===== src/rtl/i2c_reg_sequencer_pkg.sv =====
// i2c_seq_pkg: register map, CR command bytes, SR bit positions, error codes and top FSM states
package i2c_seq_pkg;
  localparam logic [2:0] PRERLO = 3'd0, PRERHI = 3'd1, CTR = 3'd2, TXR_RXR = 3'd3, CR_SR = 3'd4;
  localparam logic [7:0] CMD_STA_WR = 8'h90, CMD_WR = 8'h10, CMD_STO_WR = 8'h50;
  localparam logic [7:0] CMD_RD_NACK_STO = 8'h68, CMD_STO = 8'h40, CTR_EN = 8'h80;
  localparam int SR_RXACK = 7, SR_BUSY = 6, SR_AL = 5, SR_TIP = 1;
  typedef enum logic [1:0] {ERR_OK, ERR_ADDR_NACK, ERR_DATA_NACK, ERR_AL_TMO} err_e;
  typedef logic [3:0] state_t;
  localparam state_t INIT = 4'd0, IDLE = 4'd1, TX_WR = 4'd2, CR_WR = 4'd3, POLL = 4'd4;
  localparam state_t RX_RD = 4'd5, ABORT_STO = 4'd6, ABORT_POLL = 4'd7, RESP = 4'd8;
endpackage


===== src/rtl/i2c_reg_sequencer_if.sv =====
// i2c_reg_sequencer_if: command/response channel plus Wishbone master bus; master = sequencer, slave = environment
interface i2c_reg_sequencer_if;
  import i2c_seq_pkg::*;
  logic cmd_valid, cmd_ready, cmd_rw;
  logic [6:0] cmd_dev;
  logic [7:0] cmd_reg, cmd_wdata;
  logic rsp_valid;
  logic [7:0] rsp_rdata;
  err_e rsp_err;
  logic init_done;
  logic wb_cyc_o, wb_stb_o, wb_we_o, wb_ack_i;
  logic [2:0] wb_adr_o;
  logic [7:0] wb_dat_o, wb_dat_i;
  modport master(
    input cmd_valid, cmd_rw, cmd_dev, cmd_reg, cmd_wdata, wb_dat_i, wb_ack_i,
    output cmd_ready, rsp_valid, rsp_rdata, rsp_err, init_done,
    output wb_cyc_o, wb_stb_o, wb_we_o, wb_adr_o, wb_dat_o
  );
  modport slave(
    output cmd_valid, cmd_rw, cmd_dev, cmd_reg, cmd_wdata, wb_dat_i, wb_ack_i,
    input cmd_ready, rsp_valid, rsp_rdata, rsp_err, init_done,
    input wb_cyc_o, wb_stb_o, wb_we_o, wb_adr_o, wb_dat_o
  );
endinterface


===== src/rtl/i2c_reg_sequencer_wb_access.sv =====
// i2c_wb_access: one Wishbone classic access per go (go/we/adr/wdata in, done/rdata out, wb_* master pins)
module i2c_wb_access (
  input  logic       clk,
  input  logic       rst,
  input  logic       go_i,
  input  logic       we_i,
  input  logic [2:0] adr_i,
  input  logic [7:0] wdata_i,
  output logic       done_o,
  output logic [7:0] rdata_o,
  output logic       wb_cyc_o,
  output logic       wb_stb_o,
  output logic       wb_we_o,
  output logic [2:0] wb_adr_o,
  output logic [7:0] wb_dat_o,
  input  logic [7:0] wb_dat_i,
  input  logic       wb_ack_i
);
  localparam logic [1:0] W_IDLE = 2'd0, W_REQ = 2'd1, W_DONE = 2'd2;
  logic [1:0] st_q, st_d;
  logic       we_q;
  logic [2:0] adr_q;
  logic [7:0] dat_q, rdata_q;
  always_comb
    st_d = st_q == W_IDLE ? (go_i ? W_REQ : W_IDLE) :
           st_q == W_REQ  ? (wb_ack_i ? W_DONE : W_REQ) : W_IDLE;
  always_ff @(posedge clk) begin
    if (rst) begin
      st_q    <= W_IDLE;
      we_q    <= 1'b0;
      adr_q   <= 3'd0;
      dat_q   <= 8'h00;
      rdata_q <= 8'h00;
    end else begin
      st_q <= st_d;
      if (st_q == W_IDLE && go_i) {we_q, adr_q, dat_q} <= {we_i, adr_i, wdata_i};
      if (st_q == W_REQ && wb_ack_i) rdata_q <= wb_dat_i;
    end
  end
  assign wb_cyc_o = st_q == W_REQ;
  assign wb_stb_o = st_q == W_REQ;
  assign wb_we_o  = we_q;
  assign wb_adr_o = adr_q;
  assign wb_dat_o = dat_q;
  assign done_o   = st_q == W_DONE;
  assign rdata_o  = rdata_q;
endmodule


===== src/rtl/i2c_reg_sequencer.sv =====
// i2c_reg_sequencer: turns one cmd into the i2c_master_top register sequence (clk, rst, bus = cmd/rsp + Wishbone master)
module i2c_reg_sequencer
  import i2c_seq_pkg::*;
#(
  parameter logic [15:0] PRESCALE   = 16'h0063,
  parameter int          POLL_LIMIT = 1024
) (
  input logic clk,
  input logic rst,
  i2c_reg_sequencer_if.master bus
);
  localparam int PW = $clog2(POLL_LIMIT + 1);
  localparam logic [PW-1:0] LIM_M1 = PW'(POLL_LIMIT - 1);
  state_t          state_q, state_d;
  logic [1:0]      step_q, step_d;
  logic [PW-1:0]   poll_q, poll_d;
  err_e            err_q, err_d, rsp_err_q;
  logic [7:0]      rdata_q, rdata_d, rsp_rdata_q;
  logic            init_done_q, init_done_d, busy_q;
  logic            rw_q;
  logic [6:0]      dev_q;
  logic [7:0]      reg_q, wd_q;
  logic            acc_req, acc_we, go, done;
  logic [2:0]      acc_adr;
  logic [7:0]      acc_wdata, rd;
  assign go = acc_req & ~busy_q;
  i2c_wb_access u_wb (
    .clk, .rst,
    .go_i(go), .we_i(acc_we), .adr_i(acc_adr), .wdata_i(acc_wdata),
    .done_o(done), .rdata_o(rd),
    .wb_cyc_o(bus.wb_cyc_o), .wb_stb_o(bus.wb_stb_o), .wb_we_o(bus.wb_we_o),
    .wb_adr_o(bus.wb_adr_o), .wb_dat_o(bus.wb_dat_o),
    .wb_dat_i(bus.wb_dat_i), .wb_ack_i(bus.wb_ack_i)
  );
  always_comb begin
    state_d     = state_q;
    step_d      = step_q;
    poll_d      = poll_q;
    err_d       = err_q;
    rdata_d     = rdata_q;
    init_done_d = init_done_q;
    acc_req     = 1'b0;
    acc_we      = 1'b1;
    acc_adr     = CR_SR;
    acc_wdata   = 8'h00;
    case (state_q)
      INIT: begin
        acc_req   = 1'b1;
        acc_adr   = {1'b0, step_q};
        acc_wdata = step_q == 2'd0 ? PRESCALE[7:0] : step_q == 2'd1 ? PRESCALE[15:8] : CTR_EN;
        if (done) begin
          step_d      = step_q == 2'd2 ? 2'd0 : step_q + 2'd1;
          state_d     = step_q == 2'd2 ? IDLE : INIT;
          init_done_d = step_q == 2'd2;
        end
      end
      IDLE: if (bus.cmd_valid) begin
        state_d = TX_WR;
        step_d  = 2'd0;
        err_d   = ERR_OK;
        rdata_d = 8'h00;
      end
      TX_WR: begin
        acc_req   = 1'b1;
        acc_adr   = TXR_RXR;
        acc_wdata = step_q == 2'd0 ? {dev_q, 1'b0} : step_q == 2'd1 ? reg_q : rw_q ? {dev_q, 1'b1} : wd_q;
        if (done) state_d = CR_WR;
      end
      CR_WR: begin
        acc_req   = 1'b1;
        acc_wdata = step_q == 2'd0 ? CMD_STA_WR : step_q == 2'd1 ? CMD_WR :
                    step_q == 2'd3 ? CMD_RD_NACK_STO : rw_q ? CMD_STA_WR : CMD_STO_WR;
        if (done) begin
          state_d = POLL;
          poll_d  = '0;
        end
      end
      POLL: begin
        acc_req = 1'b1;
        acc_we  = 1'b0;
        if (done) begin
          if (rd[SR_TIP]) begin
            poll_d = poll_q + 1'b1;
            if (poll_q == LIM_M1) begin
              err_d   = ERR_AL_TMO;
              state_d = RESP;
            end
          end else if (rd[SR_AL]) begin
            err_d   = ERR_AL_TMO;
            state_d = ABORT_STO;
          end else if (rd[SR_RXACK] && step_q != 2'd3) begin
            // a NACKed write-data byte already carried STO, so no abort needed
            err_d   = step_q == 2'd0 ? ERR_ADDR_NACK : ERR_DATA_NACK;
            state_d = (step_q == 2'd2 && !rw_q) ? RESP : ABORT_STO;
          end else if (step_q == 2'd3) begin
            state_d = RX_RD;
          end else if (step_q == 2'd2) begin
            // read continues with the data byte step, which has no TXR write
            state_d = rw_q ? CR_WR : RESP;
            step_d  = 2'd3;
          end else begin
            state_d = TX_WR;
            step_d  = step_q + 2'd1;
          end
        end
      end
      RX_RD: begin
        acc_req = 1'b1;
        acc_we  = 1'b0;
        acc_adr = TXR_RXR;
        if (done) begin
          rdata_d = rd;
          state_d = RESP;
        end
      end
      ABORT_STO: begin
        acc_req   = 1'b1;
        acc_wdata = CMD_STO;
        if (done) begin
          state_d = ABORT_POLL;
          poll_d  = '0;
        end
      end
      ABORT_POLL: begin
        acc_req = 1'b1;
        acc_we  = 1'b0;
        if (done) begin
          poll_d  = poll_q + 1'b1;
          state_d = (!rd[SR_BUSY] || poll_q == LIM_M1) ? RESP : ABORT_POLL;
          err_d   = (rd[SR_BUSY] && poll_q == LIM_M1) ? ERR_AL_TMO : err_q;
        end
      end
      RESP: state_d = IDLE;
      default: state_d = INIT;
    endcase
  end
  always_ff @(posedge clk) begin
    if (rst) begin
      state_q     <= INIT;
      step_q      <= 2'd0;
      poll_q      <= '0;
      err_q       <= ERR_OK;
      rdata_q     <= 8'h00;
      rsp_err_q   <= ERR_OK;
      rsp_rdata_q <= 8'h00;
      init_done_q <= 1'b0;
      busy_q      <= 1'b0;
      rw_q        <= 1'b0;
      dev_q       <= 7'd0;
      reg_q       <= 8'h00;
      wd_q        <= 8'h00;
    end else begin
      state_q     <= state_d;
      step_q      <= step_d;
      poll_q      <= poll_d;
      err_q       <= err_d;
      rdata_q     <= rdata_d;
      init_done_q <= init_done_d;
      busy_q      <= go ? 1'b1 : done ? 1'b0 : busy_q;
      if (state_q == IDLE && bus.cmd_valid)
        {rw_q, dev_q, reg_q, wd_q} <= {bus.cmd_rw, bus.cmd_dev, bus.cmd_reg, bus.cmd_wdata};
      if (state_d == RESP) begin
        rsp_err_q   <= err_d;
        rsp_rdata_q <= rdata_d;
      end
    end
  end
  assign bus.cmd_ready = state_q == IDLE;
  assign bus.rsp_valid = state_q == RESP;
  assign bus.rsp_rdata = rsp_rdata_q;
  assign bus.rsp_err   = rsp_err_q;
  assign bus.init_done = init_done_q;
endmodule

===== src/flat_wrapper.sv =====
// flat-port wrapper written by rule: the top's interface ports become plain ports
module i2c_reg_sequencer_flat import i2c_seq_pkg::*;
#(
  parameter logic [15:0] PRESCALE   = 16'h0063,
  parameter int          POLL_LIMIT = 1024
)
  (clk, rst, bus_cmd_valid, bus_cmd_rw, bus_cmd_dev, bus_cmd_reg, bus_cmd_wdata, bus_wb_dat_i, bus_wb_ack_i, bus_cmd_ready, bus_rsp_valid, bus_rsp_rdata, bus_rsp_err, bus_init_done, bus_wb_cyc_o, bus_wb_stb_o, bus_wb_we_o, bus_wb_adr_o, bus_wb_dat_o);
  i2c_reg_sequencer_if bus_i ();
  input logic clk;
  input logic rst;
  input wire logic [$bits(bus_i.cmd_valid)-1:0] bus_cmd_valid;
  input wire logic [$bits(bus_i.cmd_rw)-1:0] bus_cmd_rw;
  input wire logic [$bits(bus_i.cmd_dev)-1:0] bus_cmd_dev;
  input wire logic [$bits(bus_i.cmd_reg)-1:0] bus_cmd_reg;
  input wire logic [$bits(bus_i.cmd_wdata)-1:0] bus_cmd_wdata;
  input wire logic [$bits(bus_i.wb_dat_i)-1:0] bus_wb_dat_i;
  input wire logic [$bits(bus_i.wb_ack_i)-1:0] bus_wb_ack_i;
  output wire logic [$bits(bus_i.cmd_ready)-1:0] bus_cmd_ready;
  output wire logic [$bits(bus_i.rsp_valid)-1:0] bus_rsp_valid;
  output wire logic [$bits(bus_i.rsp_rdata)-1:0] bus_rsp_rdata;
  output wire logic [$bits(bus_i.rsp_err)-1:0] bus_rsp_err;
  output wire logic [$bits(bus_i.init_done)-1:0] bus_init_done;
  output wire logic [$bits(bus_i.wb_cyc_o)-1:0] bus_wb_cyc_o;
  output wire logic [$bits(bus_i.wb_stb_o)-1:0] bus_wb_stb_o;
  output wire logic [$bits(bus_i.wb_we_o)-1:0] bus_wb_we_o;
  output wire logic [$bits(bus_i.wb_adr_o)-1:0] bus_wb_adr_o;
  output wire logic [$bits(bus_i.wb_dat_o)-1:0] bus_wb_dat_o;
  assign bus_i.cmd_valid = bus_cmd_valid;
  assign bus_i.cmd_rw = bus_cmd_rw;
  assign bus_i.cmd_dev = bus_cmd_dev;
  assign bus_i.cmd_reg = bus_cmd_reg;
  assign bus_i.cmd_wdata = bus_cmd_wdata;
  assign bus_i.wb_dat_i = bus_wb_dat_i;
  assign bus_i.wb_ack_i = bus_wb_ack_i;
  assign bus_cmd_ready = bus_i.cmd_ready;
  assign bus_rsp_valid = bus_i.rsp_valid;
  assign bus_rsp_rdata = bus_i.rsp_rdata;
  assign bus_rsp_err = bus_i.rsp_err;
  assign bus_init_done = bus_i.init_done;
  assign bus_wb_cyc_o = bus_i.wb_cyc_o;
  assign bus_wb_stb_o = bus_i.wb_stb_o;
  assign bus_wb_we_o = bus_i.wb_we_o;
  assign bus_wb_adr_o = bus_i.wb_adr_o;
  assign bus_wb_dat_o = bus_i.wb_dat_o;
  i2c_reg_sequencer #(.PRESCALE(PRESCALE), .POLL_LIMIT(POLL_LIMIT)) u_core (.clk(clk), .rst(rst), .bus(bus_i));
endmodule

===== config.mk =====
export PLATFORM = sky130hd
export DESIGN_NAME = i2c_reg_sequencer_flat
export DESIGN_NICKNAME = d
export VERILOG_FILES = /design/src/rtl/i2c_reg_sequencer_pkg.sv /design/src/rtl/i2c_reg_sequencer_if.sv /design/src/rtl/i2c_reg_sequencer_wb_access.sv /design/src/rtl/i2c_reg_sequencer.sv /design/src/flat_wrapper.sv
export SDC_FILE = /design/constraint.sdc
export NUM_CORES = 1
export LEC_CHECK = 0
export ABC_AREA = 0
export CAP_MARGIN = 10
export CORE_MARGIN = 3
export CORE_UTILIZATION = 50
export CTS_CLUSTER_SIZE = 16
export DETAILED_ROUTE_END_ITERATION = 8
export PLACE_DENSITY = 0.75
export SLEW_MARGIN = 25
export SYNTH_ARGS = -nofsm -noshare
export SYNTH_HDL_FRONTEND = slang
export SYNTH_SLANG_ARGS = --single-unit

===== constraint.sdc =====
create_clock -name clk -period 2.8 [get_ports clk]
set_input_delay 0.56 -clock clk [delete_from_list [all_inputs] [get_ports clk]]
set_output_delay 0.56 -clock clk [all_outputs]
set_load 0.1 [all_outputs]

* Yosys cells after proc, flatten, opt, wreduce, memory -nomap -nowiden
Index checks and enable logic that the tools add are counted.
** Storage, ports and cells
- Register bits after elaboration :: 85
- Input port bits :: 36
- Output and inout port bits :: 27
- Word-level logic and storage cells :: 136
** Operators by class
- $add $sub $neg :: 2
- Equality and inequality tests :: 26
- Multiplexer cells :: 66
- Bitwise operators :: 2
- Reduce and logical (&&, ||, !) cells :: 22
** Operators with widths (count)
- $mux W8 :: 11
- $mux W4 :: 17
- $mux W11 :: 4
- $mux W2 :: 21
- $pmux W4 S9 :: 1
- $pmux W11 S3 :: 1
- $pmux W8 S4 :: 1
- $eq A4 B3 Y1 const B :: 4
- $pmux W8 S2 :: 1
- $ne A2 B2 Y1 const B :: 7
- $pmux W2 S3 :: 2
- $add A11 B1 Y11 const B :: 1
- $eq A11 B10 Y1 const B :: 1
- $eq A4 B2 Y1 const B :: 2
- $eq A4 B4 Y1 const B :: 2
- $ne A2 B1 Y1 const B :: 4
- $reduce_and A8 Y1 :: 1
- $reduce_or A7 Y1 :: 1
- $eq A2 B2 Y1 const B :: 3
- $logic_and A1 B1 Y1 :: 6
- $mux W1 :: 6
- $pmux W3 S2 :: 1
- $reduce_bool A3 Y1 :: 2
- $reduce_and A5 Y1 :: 1
- 13 further kinds :: 17

* Logic depth before layout (Yosys ltp)
Gate-level depths: netlist of run 1.
- Depth in word-level cells :: 9
- Depth in mapped cells :: 10
- Depth with buffers taken out :: 8

* Cells and area by module
From an unflattened synthesis of run 1, not the netlist that was laid out.
** Unflattened totals
- Cells, all modules :: 527
- Area, all modules :: 4396.7 um^2
** Modules (own cells, without submodules)
- i2c_reg_sequencer :: instances 1, cells an instance 430, area an instance 3390.8 um^2, seq. area each 1261.2 um^2
- i2c_wb_access :: instances 1, cells an instance 97, area an instance 1006.0 um^2, seq. area each 440.4 um^2

* Worst setup path before layout of run 1
OpenSTA, ideal clock, no wires.
- Path kind :: register to register
- Start point :: register u_core.state_q[3]
- End point :: register u_core.rsp_err_q[0] (netlist: u_core.bus.rsp_err[0])
- Setup time :: 121 ps
- Arrival :: 4595 ps
- Data required time :: 2679 ps
- Slack :: -1915 ps
- Cell stages (with the launch flop) :: 8
- Buffers on the path :: 1
- Period minus slack after synthesis :: 4715 ps
- Cell sequence :: dfxtp_1 > buf_4 > nor4b_1 > a31oi_1 > o31ai_1 > nor3_1 > o21ai_2 > mux2_2
** On the way
- Elaborated cells between the ends (all ways) :: 22
- Those cells by class :: eq/ne: 9; mux: 12; reduce/logical: 1
** RTL lines
- start: declaration :: RTL line i2c_reg_sequencer.sv:14 : state_t state_q, state_d;
- start signal: assignment :: RTL line i2c_reg_sequencer.sv:153 : state_q <= state_d;
- $eq A4 B4 Y1
- net bus_rsp_valid :: RTL line flat_wrapper.sv:19 : output wire logic [$bits(bus_i.rsp_valid)-1:0] bus_rsp_valid;
- $pmux W4 S9 :: RTL line i2c_reg_sequencer.sv:46 : case (state_q)
- $eq A4 B4 Y1 :: RTL line i2c_reg_sequencer.sv:162 : if (state_d == RESP) begin
- end signal: assignment :: RTL line i2c_reg_sequencer.sv:163 : rsp_err_q <= err_d;
- end: declaration :: RTL line i2c_reg_sequencer.sv:17 : err_e err_q, err_d, rsp_err_q;
The timed path passes the listed nets, and every way through them passes these cells.
A chain may end at the register's enable or synchronous reset.

* Worst setup path after layout of run 1
- Start point :: register u_core.state_q[0]
- End point :: register u_core.rsp_err_q[1] (netlist: u_core.bus.rsp_err[1])
** On the way
- Word-level cells in the longest chain between the ends :: 5
- Elaborated cells between the ends (all ways) :: 22
- Those cells by class :: eq/ne: 9; mux: 12; reduce/logical: 1
** RTL lines
- $mux W4 :: RTL line i2c_reg_sequencer.sv:84 : if (poll_q == LIM_M1) begin
- $mux W4 :: RTL line i2c_reg_sequencer.sv:82 : if (rd[SR_TIP]) begin
- $mux W4 :: RTL line i2c_reg_sequencer.sv:81 : if (done) begin
- $pmux W4 S9 :: RTL line i2c_reg_sequencer.sv:46
- $eq A4 B4 Y1 :: RTL line i2c_reg_sequencer.sv:162
Parallel ways exist; a longest one is shown, timed or not.

==> results of run 1 <==
==> placed cells by master, fill, tap and decap left out, types with 13 or more instances in the layout <==
| master | n |
|---|---|
| a21oi_1 | 54 |
| a22oi_1 | 17 |
| buf_4 | 41 |
| clkdlybuf4s50_1 | 34 |
| dfxtp_1 | 85 |
| inv_1 | 17 |
| nand2_1 | 86 |
| nand3_1 | 16 |
| nor2_1 | 45 |
| nor2b_1 | 13 |
| nor3_1 | 14 |
| o21ai_0 | 15 |
==> metal layers <==
metal,part of all wire [%],up-vias
li1,-,1870
met1,46,1741
met2,46,126
met3,5.7,19
met4,1.9,0
met5,0,-
==> metrics by stage <==
stage          util, %  instance area, sq um
4_1_cts           64.1                  5000
3_5_place_dp      61.4                  4790
6_report          64.1                  5000
5_1_grt           64.1                  5000
2_1_floorplan        -                  4080
3_3_place_gp      61.4                  4790
==> area by class of cell <==
class                      count  area, sq um  area share [%]
clock inverter                 5         57.6            1.15
multi-input combinational    365         2170            43.3
inverter                      17         63.8            1.28
timing repair buffer          80          733            14.7
tap                          102          128            2.55
clock buffer                  11          151            3.03
sequential                    85         1700            34.0
==> kinds of logic (layout without fill, tap and decap cells) <==
group | Yosys count | count (layout) | share of synthesized area [%]
fa+ha+maj | 6 | 6 | 1.85
xor+xnor | 10 | 10 | 2.16
flops | 85 | 85 | 41.9
compound gates | 129 | 129 | 21.0
buf+inv | 51 | 113 | 5.27
simple gates | 208 | 208 | 24.6
mux | 12 | 12 | 3.26
==> worst min-delay path by stage <==
stage,to,startpoint
after global placement,u_core.wd_q[0],u_core.wd_q[0]
after global routing,u_core.u_wb.wb_dat_o[6],u_core.u_wb.wb_dat_o[6]
after CTS,u_core.reg_q[0],u_core.reg_q[0]
final,u_core.dev_q[5],u_core.dev_q[5]
after detailed placement,u_core.dev_q[5],u_core.dev_q[5]
after floorplan,u_core.wd_q[0],u_core.wd_q[0]
==> flip-flops by register name (all words and copies together), names as in the netlist <==
signal / cells
u_core.bus.init_done: 1
u_core.bus.rsp_err: 2
u_core.bus.rsp_rdata: 8
u_core.busy_q: 1
u_core.dev_q: 7
u_core.err_q: 2
u_core.poll_q: 11
u_core.rdata_q: 8
u_core.reg_q: 8
u_core.rw_q: 1
u_core.state_q: 4
u_core.step_q: 2
u_core.u_wb.rdata_o: 8
u_core.u_wb.st_q: 2
u_core.u_wb.wb_adr_o: 3
u_core.u_wb.wb_dat_o: 8
u_core.u_wb.wb_we_o: 1
u_core.wd_q: 8
==> worst min-delay path, cell delays in order (launching register included) <==
cell and delay (ns):
dfxtp_1 0.31, nand2_1 0.05, a21oi_1 0.05
==> power breakdown <==
group          internal, uW  switching [uW]
clock network           463             454
registers              1230            23.4
logic                   130             255
total                  1830             732
==> flow_metrics.tcl, run 1 <==
set metrics [dict create \
    ant_nets 0 \
    endpoint "u_core.bus.rsp_err[1]" \
    critPathRequiredTime_ns 3.04 \
    io_pins 63 \
    cts-root-buf "clkbuf_8" \
    setup_viol 0 \
    yosys.cell_types.count 63 \
    use_met2_pct 35.0 \
    fin_hold_ws_ns 0.454 \
    timing.final.ws_setup_ns 0.278 \
    cts_resized 0 \
    cpMaxStageDelayCell "dfxtp_1" \
    drt_iter0_markers 275 \
    ff2ff_path_depth 5 \
    start_kind "register" \
    slowest_delay_ns 0.87 \
    ys_seq_elements 85 \
    die-area_sq_mm 0.00924 \
    synthToLayoutAreaGrowth_pct 23.1 \
    fillers 682 \
    dp_slack_ns 0.325 \
    syn-num-nets 543 \
    synth_top_area_share_pct 41.9 \
    stdcell_count 665 \
    finalHoldViolCount 0 \
    p_per_area_mw_per_mm2 511 \
    async_flop_share_pct 0 \
    globalRouteOverflowTotal 0 \
    final_max_slew_viol_count 0 \
    ys.flop_type "dfxtp_1" \
    syn_area_per_cell_sq_um 8.11 \
    drc 0 \
    crit_fanout 23 \
    synth_area_sq_mm 0.00406 \
    r2r_slack_ns 0.28 \
    yosysMostFrequentCell "nand2_1" \
    die_x_microns 96.1 \
    layout-drive-gt1-share_pct 14.9 \
    yosys-top-cells-area "dfxtp_1 (42%), nand2_1 (7.9%), a21oi_1 (6.7%), nor2_1 (4.2%), a22oi_1 (3.1%)" \
    min_delay_path_depth 2 \
    synth_largest_area_cell "dfxtp_1" \
    cp_top_family "flip-flops" \
    critPathLaunch "u_core.state_q[0]" \
    finalPower_uw 2560 \
    die_h_microns 96.1 \
    tns_ns 0 \
    diodes 0 \
    fin_worst_skew_ns 0.00837 \
    core_area_sq_mm 0.00781 \
    routedWlPerCell_microns 15.4 \
    grt_max_degree 30 \
    routed_wl_microns 10200 \
    place.gp.congestion 0.913 \
    drv_cap 0 \
    rows 32 \
    dr.pass1.iters 6 \
    worstMarginPinSlew_ns 0.835 \
    start_util_pct 52.0 \
    synth_warnings 0 \
    rsz0062_at_grt "false" \
    cts.sinks 85 \
    r2r-start "u_core.state_q[0]" \
    port_buffers 62 \
    timing.rr.end "u_core.bus.rsp_err[1]" \
    min_period_ns 2.52 \
    grt_use_total_pct 22.6 \
    dp_cells 649 \
    post-dp-hpwl_microns 7090 \
    crit_chain "inv_1, nand4_1, a311oi_2, o21ai_2, mux2_2" \
    cts_hold_buf 0 \
    grt_antenna_before_repair 0 \
    vias_per_cell 5.65 \
    busiest_layer "met2" \
    hp-class "register to register" \
    synth_commonest_cells "nand2_1 (86), dfxtp_1 (85), a21oi_1 (54)" \
    use_met3_pct 4.22 \
    grt_pass1_vias 3452 \
    ys_seq_area_share_pct 41.9 \
    path_class "register to register" \
    cts_tree "built" \
    cts_made_buffers 9 \
    synth_edf_count 0 \
    cts_buffer_depth 2 \
    cp.arrival_ns 2.76 \
    final_nets 600 \
    crit_cells 5 \
    worst-path-buf-inv 1 \
    max_freq_ghz 0.397 \
    crit_path_end_kind "register" \
    grtUsageMet1_pct 31.3 \
    ir_worst_vdd_v 0.000251 \
    clk_latency_ns 0.35 \
    slew_headroom_pct 44.2 \
    via_count 3756 \
    syn_inst 501 \
    cts.htree.levels 3 \
    grt_pass1_wl_microns 16400 \
    clk_pin_slew_ns 0.09 \
    post_cts_buffers 0 \
    status "complete, no violations" \
    fin_crit_sh_pct 90.1 \
    p_leak_uw 0.00183 \
]
Note: power is estimated with default switching activity, not from simulation.
==> run 2, diff against run 1 <==
CORE_UTILIZATION = 25   (was 50)
PLACE_DENSITY = not set   (was 0.75)
==> run 2 against run 1 <==
Net effect:
- clock-buffer cell count shrank 1
- utilization shrank 30 points
- global-route usage shrank 10 points
- combinational power grew 1%
- worst hold slack gained 0.0011 ns
- setup slack gained 0.16 ns
- critical path type unchanged
==> flow_metrics.tcl, run 2 (synthesis results as in run 1) <==
set metrics [dict create \
    final_nets 605 \
    min_delay_path_depth 2 \
    ant_nets 0 \
    slew_headroom_pct 52.9 \
    die-area_sq_mm 0.0178 \
    pwr-share-clk_pct 39.6 \
    critPathRequiredTime_ns 3.02 \
    tns_ns 0 \
    die_h_microns 133 \
    grt_use_total_pct 12.6 \
    min_period_ns 2.36 \
    setup_viol 0 \
    p_leak_uw 0.00187 \
    status "complete, no violations" \
    diodes 0 \
    grt_pass1_wl_microns 18300 \
    ir_worst_vdd_v 0.000287 \
    ff2ff_path_depth 8 \
    post_cts_buffers 0 \
    post-dp-hpwl_microns 8450 \
    layout_common_cells "nand2_1 (86), dfxtp_1 (85), a21oi_1 (54), buf_4 (46), nor2_1 (45)" \
    vias_per_cell 4.83 \
    start_util_pct 26.1 \
    globalRouteOverflowTotal 0 \
    cts_tree "built" \
    dr.pass1.iters 5 \
    fin_area_sq_mm 0.00523 \
    core_area_sq_mm 0.0155 \
    rows 45 \
    crit_path_end_kind "register" \
    via_count 3756 \
    largest_reg_flops 11 \
    synthToLayoutAreaGrowth_pct 28.8 \
    path_class "register to register" \
    final_common_cell "nand2_1" \
    cts.htree.levels 3 \
    place.gp.congestion 0.834 \
    routedWlPerCell_microns 14.2 \
    cts-root-buf "clkbuf_16" \
    drv_cap 0 \
    hp-class "register to register" \
    final_max_slew_viol_count 0 \
    grt_max_degree 30 \
    drt_iter0_markers 271 \
    die_x_microns 133 \
    crit_fanout 10 \
    start_kind "register" \
    drc 0 \
    cts_resized 0 \
    max_freq_ghz 0.424 \
    port_buffers 62 \
    grt_pass1_vias 3667 \
    regMostFlops "u_core.poll_q" \
    clk_latency_ns 0.34 \
    place_area_sq_mm 0.00497 \
    cts_made_buffers 9 \
    finalHoldViolCount 0 \
    cp.arrival_ns 2.58 \
    cts_hold_buf 0 \
    fin_crit_sh_pct 84.3 \
    grt_antenna_before_repair 0 \
    fillers 1640 \
    sequentialPowerShare_pct 46.1 \
    cts.sinks 85 \
    worstMarginPinSlew_ns 0.705 \
    cts_buffer_depth 2 \
    p_per_area_mw_per_mm2 520 \
    routed_wl_microns 11000 \
    p_int_uw 1960 \
    p_sw_share_pct 27.8 \
    io_pins 63 \
    layout-drive-gt1-share_pct 15.3 \
    clk_pin_slew_ns 0.06 \
    fin_worst_skew_ns 0.00626 \
    p_comb_share_pct 14.3 \
    rsz0062_at_grt "false" \
    net-switching-power_uw 758 \
]
==> run 2: cell count changes in the layout (fill, tap and decap cells not counted), moves of 2 or more <==
| cell | delta |
|---|---|
| clkbuf_8 | -11 |
| clkinvlp_4 | +2 |
| buf_4 | +5 |
| clkbuf_16 | +9 |
==> run 2: worst paths after layout <==
kind                                       start                      end  slack, ns
worst min-delay path              u_core.wd_q[1]           u_core.wd_q[1]       0.46
worst max-delay path            u_core.step_q[0]  u_core.bus.rsp_rdata[1]       0.44
worst min register to register    u_core.wd_q[1]           u_core.wd_q[1]       0.46
worst max register to register  u_core.step_q[0]  u_core.bus.rsp_rdata[1]       0.44
==> run 2: critical path, stage by stage (launching register included) <==
cell,delay [ns]
dfxtp_1,0.47
inv_1,0.14
ha_1,0.28
nand2b_1,0.16
nor3_1,0.07
nor2_1,0.13
a311oi_2,0.07
o21ai_2,0.53
mux2_2,0.40
==> run 2: power by group through the flow <==
stage | registers (uW) | clock network [uW] | logic, uW
6_report | 1260 | 1080 | 389
5_1_grt | 1260 | 1170 | 417
3_5_place_dp | 1280 | 0 | 390
4_1_cts | 1260 | 1110 | 391
2_1_floorplan | 1370 | 0 | 162
3_3_place_gp | 1280 | 0 | 387
==> run 2: area by class of cell <==
| cell class | instances | area (sq um) | area share (%) |
|---|---|---|---|
| Multi-Input combinational cell | 365 | 2170 | 41.4 |
| Clock buffer | 10 | 229 | 4.37 |
| Tap cell | 211 | 264 | 5.04 |
| Sequential cell | 85 | 1700 | 32.5 |
| Timing Repair Buffer | 85 | 771 | 14.7 |
| Inverter | 17 | 63.8 | 1.22 |
| Clock inverter | 5 | 37.5 | 0.717 |
==> run 2: metal layers <==
metal	global-route usage [%]	up-vias	part of all wire, %
met2	20.4	92	48
li1	-	1891	-
met1	16.4	1758	45
met3	2.98	15	5.2
met4	4.91	0	1.4
met5	0	-	0
==> run 2: metrics by stage <==
step / setup WS (ns) / utilization (%) / instances / total power, uW / hold slack, ns
3_3_place_gp: 0.345 / 32.0 / 763 / 1670 / 0.446
3_5_place_dp: 0.324 / 32.0 / 763 / 1670 / 0.446
6_report: 0.440 / 33.7 / 778 / 2720 / 0.455
5_1_grt: 0.232 / 33.7 / 778 / 2840 / 0.476
2_1_floorplan: 0.219 / - / 501 / 1530 / 0.432
4_1_cts: 0.434 / 33.7 / 778 / 2760 / 0.455
